`src/rtl/flag_city_pkg.sv`:
```
// Package: flag_city_pkg
// Shared definitions for the flag-city status link.
//   - ACT_*  : desired-action codes (idle/wander/evade/first_aid)
//   - ST_*   : status codes that provoke those actions at the decoder
//   - tx_state_e : status_transmitter FSM states
//   - DEST_LOC   : destination location of the status bus
package flag_city_pkg;

  // Desired actions, as carried in seq_in.
  localparam logic [1:0] ACT_IDLE      = 2'b00;
  localparam logic [1:0] ACT_WANDER    = 2'b01;
  localparam logic [1:0] ACT_EVADE     = 2'b10;
  localparam logic [1:0] ACT_FIRST_AID = 2'b11;

  // Status codes understood by the action decoder.
  localparam logic [1:0] ST_FIT       = 2'b00;
  localparam logic [1:0] ST_ATTACKED  = 2'b01;
  localparam logic [1:0] ST_HURT      = 2'b10;
  localparam logic [1:0] ST_NO_CHANGE = 2'b11;

  localparam logic [3:0] DEST_LOC = 4'd8;

  typedef enum logic [1:0] {
    IDLE = 2'd0,
    SEND = 2'd1,
    DONE = 2'd2
  } tx_state_e;

endpackage

```
`src/rtl/status_transmitter_if.sv`:
```
// Interface: status_transmitter_if
// Symbol stream between the status transmitter and its consumer.
//   sym_out   : current 2-bit status symbol
//   sym_valid : sym_out is valid
//   sym_idx   : index of the symbol currently presented
//   sym_ready : consumer accepts the current symbol
// Modports: master (transmitter side), slave (consumer side).
interface status_transmitter_if #(
  parameter int unsigned IDX_W = 3
);

  logic [1:0]       sym_out;
  logic             sym_valid;
  logic [IDX_W-1:0] sym_idx;
  logic             sym_ready;

  modport master (
    output sym_out,
    output sym_valid,
    output sym_idx,
    input  sym_ready
  );

  modport slave (
    input  sym_out,
    input  sym_valid,
    input  sym_idx,
    output sym_ready
  );

endinterface

```
`src/rtl/status_encoder.sv`:
```
// Module: status_encoder
// Pure combinational map from a desired action to the status code that
// provokes it at the decoder. The map is total.
//   act    in  2  desired action (ACT_*)
//   status out 2  status code (ST_*)
module status_encoder
  import flag_city_pkg::*;
(
  input  logic [1:0] act,
  output logic [1:0] status
);

  always_comb begin
    status = ST_NO_CHANGE;
    unique case (act)
      ACT_IDLE:      status = ST_NO_CHANGE;
      ACT_WANDER:    status = ST_FIT;
      ACT_EVADE:     status = ST_ATTACKED;
      ACT_FIRST_AID: status = ST_HURT;
      default:       status = ST_NO_CHANGE;
    endcase
  end

endmodule

```
`src/rtl/status_transmitter.sv`:
```
// Module: status_transmitter
// Encodes a programmed sequence of SEQ_LEN desired actions into status codes
// and streams them out MSB-first as 2-bit symbols over a valid/ready
// handshake. The whole encoded word is also presented on word_out.
//
// Ports:
//   clk       in   1          system clock, rising edge
//   rst       in   1          asynchronous reset, active-low
//   start     in   1          latch seq_in and begin (honoured only when idle)
//   seq_in    in   2*SEQ_LEN  action sequence, action k at [2*SEQ_LEN-1-2k -: 2]
//   sym_if    master         sym_out/sym_valid/sym_idx out, sym_ready in
//   word_out  out  2*SEQ_LEN  encoded status word, same ordering as seq_in
//   busy      out  1          high while not IDLE
//   done      out  1          one-cycle pulse after the last symbol is accepted
//
// Build option: STATUS_LOOP_EN -- when defined, the block wraps back to
// symbol 0 after the last transfer and keeps streaming the latched word,
// pulsing done once per pass. A start held high during a last-symbol
// transfer ends the stream after that pass.
module status_transmitter
  import flag_city_pkg::*;
#(
  parameter int unsigned SEQ_LEN = 8,
  parameter int unsigned IDX_W   = 3
) (
  input  logic                   clk,
  input  logic                   rst,
  input  logic                   start,
  input  logic [2*SEQ_LEN-1:0]   seq_in,
  status_transmitter_if.master   sym_if,
  output logic [2*SEQ_LEN-1:0]   word_out,
  output logic                   busy,
  output logic                   done
);

  localparam int unsigned WordW = 2 * SEQ_LEN;

  // Symbol idx of word w, symbol 0 in the top two bits.
  function automatic logic [1:0] sym_at(input logic [WordW-1:0] w,
                                        input logic [IDX_W-1:0] i);
    logic [WordW-1:0] shifted;
    shifted = w << {i, 1'b0};
    return shifted[WordW-1 -: 2];
  endfunction

  logic [WordW-1:0] enc_word;

  for (genvar k = 0; k < SEQ_LEN; k++) begin : g_enc
    status_encoder u_enc (
      .act    (seq_in[WordW-1-2*k -: 2]),
      .status (enc_word[WordW-1-2*k -: 2])
    );
  end

  tx_state_e        state_q;
  logic [WordW-1:0] word_q;
  logic [IDX_W-1:0] idx_q;
  logic [1:0]       sym_q;
  logic             valid_q;
  logic             busy_q;
  logic             done_q;

  logic             xfer;
  logic             last;
  logic [IDX_W-1:0] idx_nxt;
  logic [1:0]       sym_nxt;

  always_comb begin
    xfer    = valid_q && sym_if.sym_ready;
    last    = (idx_q == IDX_W'(SEQ_LEN - 1));
    idx_nxt = idx_q + IDX_W'(1);
    sym_nxt = sym_at(word_q, idx_nxt);
  end

  always_ff @(posedge clk or negedge rst) begin
    if (!rst) begin
      state_q <= IDLE;
      word_q  <= '0;
      idx_q   <= '0;
      sym_q   <= 2'b00;
      valid_q <= 1'b0;
      busy_q  <= 1'b0;
      done_q  <= 1'b0;
    end else begin
      done_q <= 1'b0;
      unique case (state_q)
        IDLE: begin
          if (start) begin
            word_q  <= enc_word;
            idx_q   <= '0;
            sym_q   <= enc_word[WordW-1 -: 2];
            valid_q <= 1'b1;
            busy_q  <= 1'b1;
            state_q <= SEND;
          end
        end
        SEND: begin
          if (xfer) begin
            if (!last) begin
              idx_q <= idx_nxt;
              sym_q <= sym_nxt;
            end else begin
`ifdef STATUS_LOOP_EN
              done_q <= 1'b1;
              if (start) begin
                // Terminate after this pass; DONE is never visited.
                valid_q <= 1'b0;
                busy_q  <= 1'b0;
                state_q <= IDLE;
              end else begin
                idx_q <= '0;
                sym_q <= word_q[WordW-1 -: 2];
              end
`else
              valid_q <= 1'b0;
              done_q  <= 1'b1;
              state_q <= DONE;
`endif
            end
          end
        end
        DONE: begin
          // done_q was raised on entry and drops via the default above.
          busy_q  <= 1'b0;
          state_q <= IDLE;
        end
        default: begin
          valid_q <= 1'b0;
          busy_q  <= 1'b0;
          state_q <= IDLE;
        end
      endcase
    end
  end

  assign sym_if.sym_out   = sym_q;
  assign sym_if.sym_valid = valid_q;
  assign sym_if.sym_idx   = idx_q;
  assign word_out         = word_q;
  assign busy             = busy_q;
  assign done             = done_q;

endmodule

```
`src/flat_wrapper.sv`:
```
// flat-port wrapper written by rule: the top's interface ports become plain ports
module status_transmitter_flat import flag_city_pkg::*;
#(
  parameter int unsigned SEQ_LEN = 8,
  parameter int unsigned IDX_W   = 3
)
  (clk, rst, start, seq_in, word_out, busy, done, sym_if_sym_out, sym_if_sym_valid, sym_if_sym_idx, sym_if_sym_ready);
  status_transmitter_if #(.IDX_W(IDX_W)) sym_if_i ();
  input  logic clk;
  input  logic rst;
  input  logic start;
  input  logic [2*SEQ_LEN-1:0] seq_in;
  output logic [2*SEQ_LEN-1:0] word_out;
  output logic busy;
  output logic done;
  output wire logic [$bits(sym_if_i.sym_out)-1:0] sym_if_sym_out;
  output wire logic [$bits(sym_if_i.sym_valid)-1:0] sym_if_sym_valid;
  output wire logic [$bits(sym_if_i.sym_idx)-1:0] sym_if_sym_idx;
  input wire logic [$bits(sym_if_i.sym_ready)-1:0] sym_if_sym_ready;
  assign sym_if_sym_out = sym_if_i.sym_out;
  assign sym_if_sym_valid = sym_if_i.sym_valid;
  assign sym_if_sym_idx = sym_if_i.sym_idx;
  assign sym_if_i.sym_ready = sym_if_sym_ready;
  status_transmitter #(.SEQ_LEN(SEQ_LEN), .IDX_W(IDX_W)) u_core (.clk(clk), .rst(rst), .start(start), .seq_in(seq_in), .sym_if(sym_if_i), .word_out(word_out), .busy(busy), .done(done));
endmodule
```
`config.mk`:
```
export PLATFORM = sky130hd
export DESIGN_NAME = status_transmitter_flat
export DESIGN_NICKNAME = d
export VERILOG_FILES = /design/src/rtl/flag_city_pkg.sv /design/src/rtl/status_transmitter_if.sv /design/src/rtl/status_encoder.sv /design/src/rtl/status_transmitter.sv /design/src/flat_wrapper.sv
export SDC_FILE = /design/constraint.sdc
export NUM_CORES = 1
export LEC_CHECK = 0
export CAP_MARGIN = 20
export CORE_ASPECT_RATIO = 1.1
export CORE_MARGIN = 1
export CORE_UTILIZATION = 51
export DETAILED_ROUTE_END_ITERATION = 10
export PLACE_DENSITY_LB_ADDON = 0.15
export RECOVER_POWER = 50
export SETUP_SLACK_MARGIN = 0.02
export SYNTH_ARGS = -nofsm -noshare
export SYNTH_HDL_FRONTEND = slang
export SYNTH_HIERARCHICAL = 1
export SYNTH_SLANG_ARGS = --single-unit
```
`constraint.sdc`:
```
create_clock -name clk -period 3.3 [get_ports clk]
set_input_delay 0.495 -clock clk [delete_from_list [all_inputs] [get_ports clk]]
set_output_delay 0.495 -clock clk [all_outputs]
set_load 0.1 [all_outputs]
```
==> metrics.csv <==
metric,value,unit
crit_cells,1,
path_buf_inv,1,
hold_buffers,0,
finalHoldViolCount,0,
ys_seq_area_share,42.3,%
critPathCaptureType,output pin,
grt.overflow.total,0,
yosys_register_bits,26,
synth_edf_count,0,
crit_family,buffers and inverters,
synth_ff_type,dfrtp_1,
ff2ff_path_depth,2,
synth_async_sr_flop_share,100,%
n_antenna_cell,0,
seqCellArea,651,um2
routed_via_density,5.23,
cts_tree,done,
dpl.hpwl,2.23,mm
worst_ep_arrival_time,1.96,ns
core_area,0.00280,mm2
postRouteAntennaNets,0,
area_growth,31.2,%
synth_cell_types,26,
cts_buffer_depth,2,
grt_pass1_wl,4.93,mm
io_pins,44,
grt_use_total,21.1,%
routed_wl,2.83,mm
fin_skew,0.0135,ns
die_w,54.4,um
synth_nets,168,
clk_latency,0.33,ns
fp.dieH,59.6,um
dr.pass1.iters,4,
portBuffers,43,
synth_area_per_cell,11.8,um2
fillers,221,
place_area,0.00198,mm2
whs,0.461,ns
hp-class,in -> async,
worstSetupStartpoint,u_core/sym_if.sym_valid,
cpPeakStageDelay,1.16,ns
ctsRootBufferMaster,clkbuf_4,
crit_end,sym_if_sym_valid,
path_clk_slew,0.15,ns
cts.htree.levels,1,
rsz0062_at_grt,false,
slowest_stage,clkdlybuf4s50_1,
worstSetupPathType,reg -> out,
start_kind,flop,
routedWlPerCell,13.6,um
reg2reg_from,u_core/state_q[0],
finalCriticalPeriod,2.45,ns
antenna_found_initial,0,
grt_max_degree,27,
drt_iter0_markers,10,
cp_max_fo,6,
clkSinkCount,26,
final_util,72.0,%
tightest_slew,1.23,ns
report.final.setup_viol,0,
status,finished clean,
fmax,408,MHz
multiInputGateArea,744,um2
r2r_slack,1.23,ns
timing_max_transition_violations_final,0,
die_area,0.00324,mm2
post_cts_resized,0,
drv_cap,0,
slew_headroom,17.5,%
grt_pass1_vias,1138,
finalCritPeriodShare,74.3,%
drc_errors,0,
netlist_area,0.00154,mm2
gp_congestion,0.750,
cts_setup_buffers,0,
design_area,0.00202,mm2
dr_total_vias,1087,
syn_inst,130,
critPathRequiredTime,2.80,ns
setup_tns,0,ns
cts_inserted_buffers,3,
initial_core_util,54.9,%
rows,20,
path_cells,clkdlybuf4s50_1,
r2r-end,u_core/word_out[4],
drive_gt1_share,13.1,%
final_nets,214,
yosysWarningCount,6,
stage by stage:
| stage | setup slack (ns) | instances |
|---|---|---|
| after global placement | 1.08 | 203 |
| after floorplan | 1.14 | 130 |
| after CTS | 0.851 | 207 |
| after global routing | 0.795 | 208 |
| final | 0.848 | 208 |
| after detailed placement | 0.992 | 203 |
area by class of cell:
| cell class | instances | share of cell area, % |
|---|---|---|
| repair buffers | 44 | 21.2 |
| flip-flops and latches | 26 | 32.2 |
| inverters | 27 | 5.02 |
| multi-input cells | 74 | 36.9 |
| clock buffers | 3 | 1.12 |
| clock inverters | 1 | 1.49 |
| well taps | 33 | 2.05 |
flip-flops by register name, indices dropped and copies added (netlist names):
signal and flops:
u_core/state_q 2, u_core/sym_if.sym_out 2, u_core/sym_if.sym_idx 3, u_core/done 1, u_core/sym_if.sym_valid 1, u_core/busy 1, u_core/word_out 16
metal layers:
metal / vias up / track usage [%] / part of all wire, %
li1: 524 / - / -
met4: 0 / 5.13 / 0.50
met1: 531 / 25.7 / 42
met3: 2 / 4.62 / 5.0
met2: 30 / 37.1 / 53
met5: - / 0 / 0
synthesized netlist by cell type (all sizes together) (3+ instances only):
cell type  count  share of area (%)
or2            8                3.3
nand2          4               0.98
mux4           4                6.8
buf            3                1.5
dfrtp         26                 42
mux2          16                 12
a21oi          3                1.7
inv           27                6.6
ha            18                 15
nor2           3               0.73
how the worst min path moves through the flow:
stage | to | startpoint | slack (ns) | cells past startpoint
CTS | u_core/busy | u_core/busy | 0.50 | 1
global placement | u_core/busy | u_core/busy | 0.46 | 1
detailed placement | u_core/busy | u_core/busy | 0.47 | 1
finish | u_core/word_out[8] | rst | 0.46 | 1
floorplan | u_core/busy | rst | 0.20 | 0
global route | u_core/word_out[8] | rst | 0.46 | 1
logic make-up after synthesis:
logic type | count (synthesis) | synth area share (%)
buffers and inverters | 30 | 8.14
AOI/OAI and AO/OA | 12 | 6.35
and+or+nand+nor | 22 | 8.71
adders and majority gates | 18 | 14.6
DFF | 26 | 42.3
muxes | 22 | 19.9
layout by cell type (no fill, tap or decap), types with 3 or more instances in the layout:
cell type / n
a21oi_1: 3
clkbuf_4: 3
dfrtp_1: 26
nor2_1: 3
mux4_1: 4
mux2_2: 16
inv_1: 27
nand2_1: 4
clkdlybuf4s50_1: 40
ha_1: 18
or2_1: 8
Power is not shown: default switching activity piles up to over one toggle a cycle in this logic, so the estimate is an artifact.
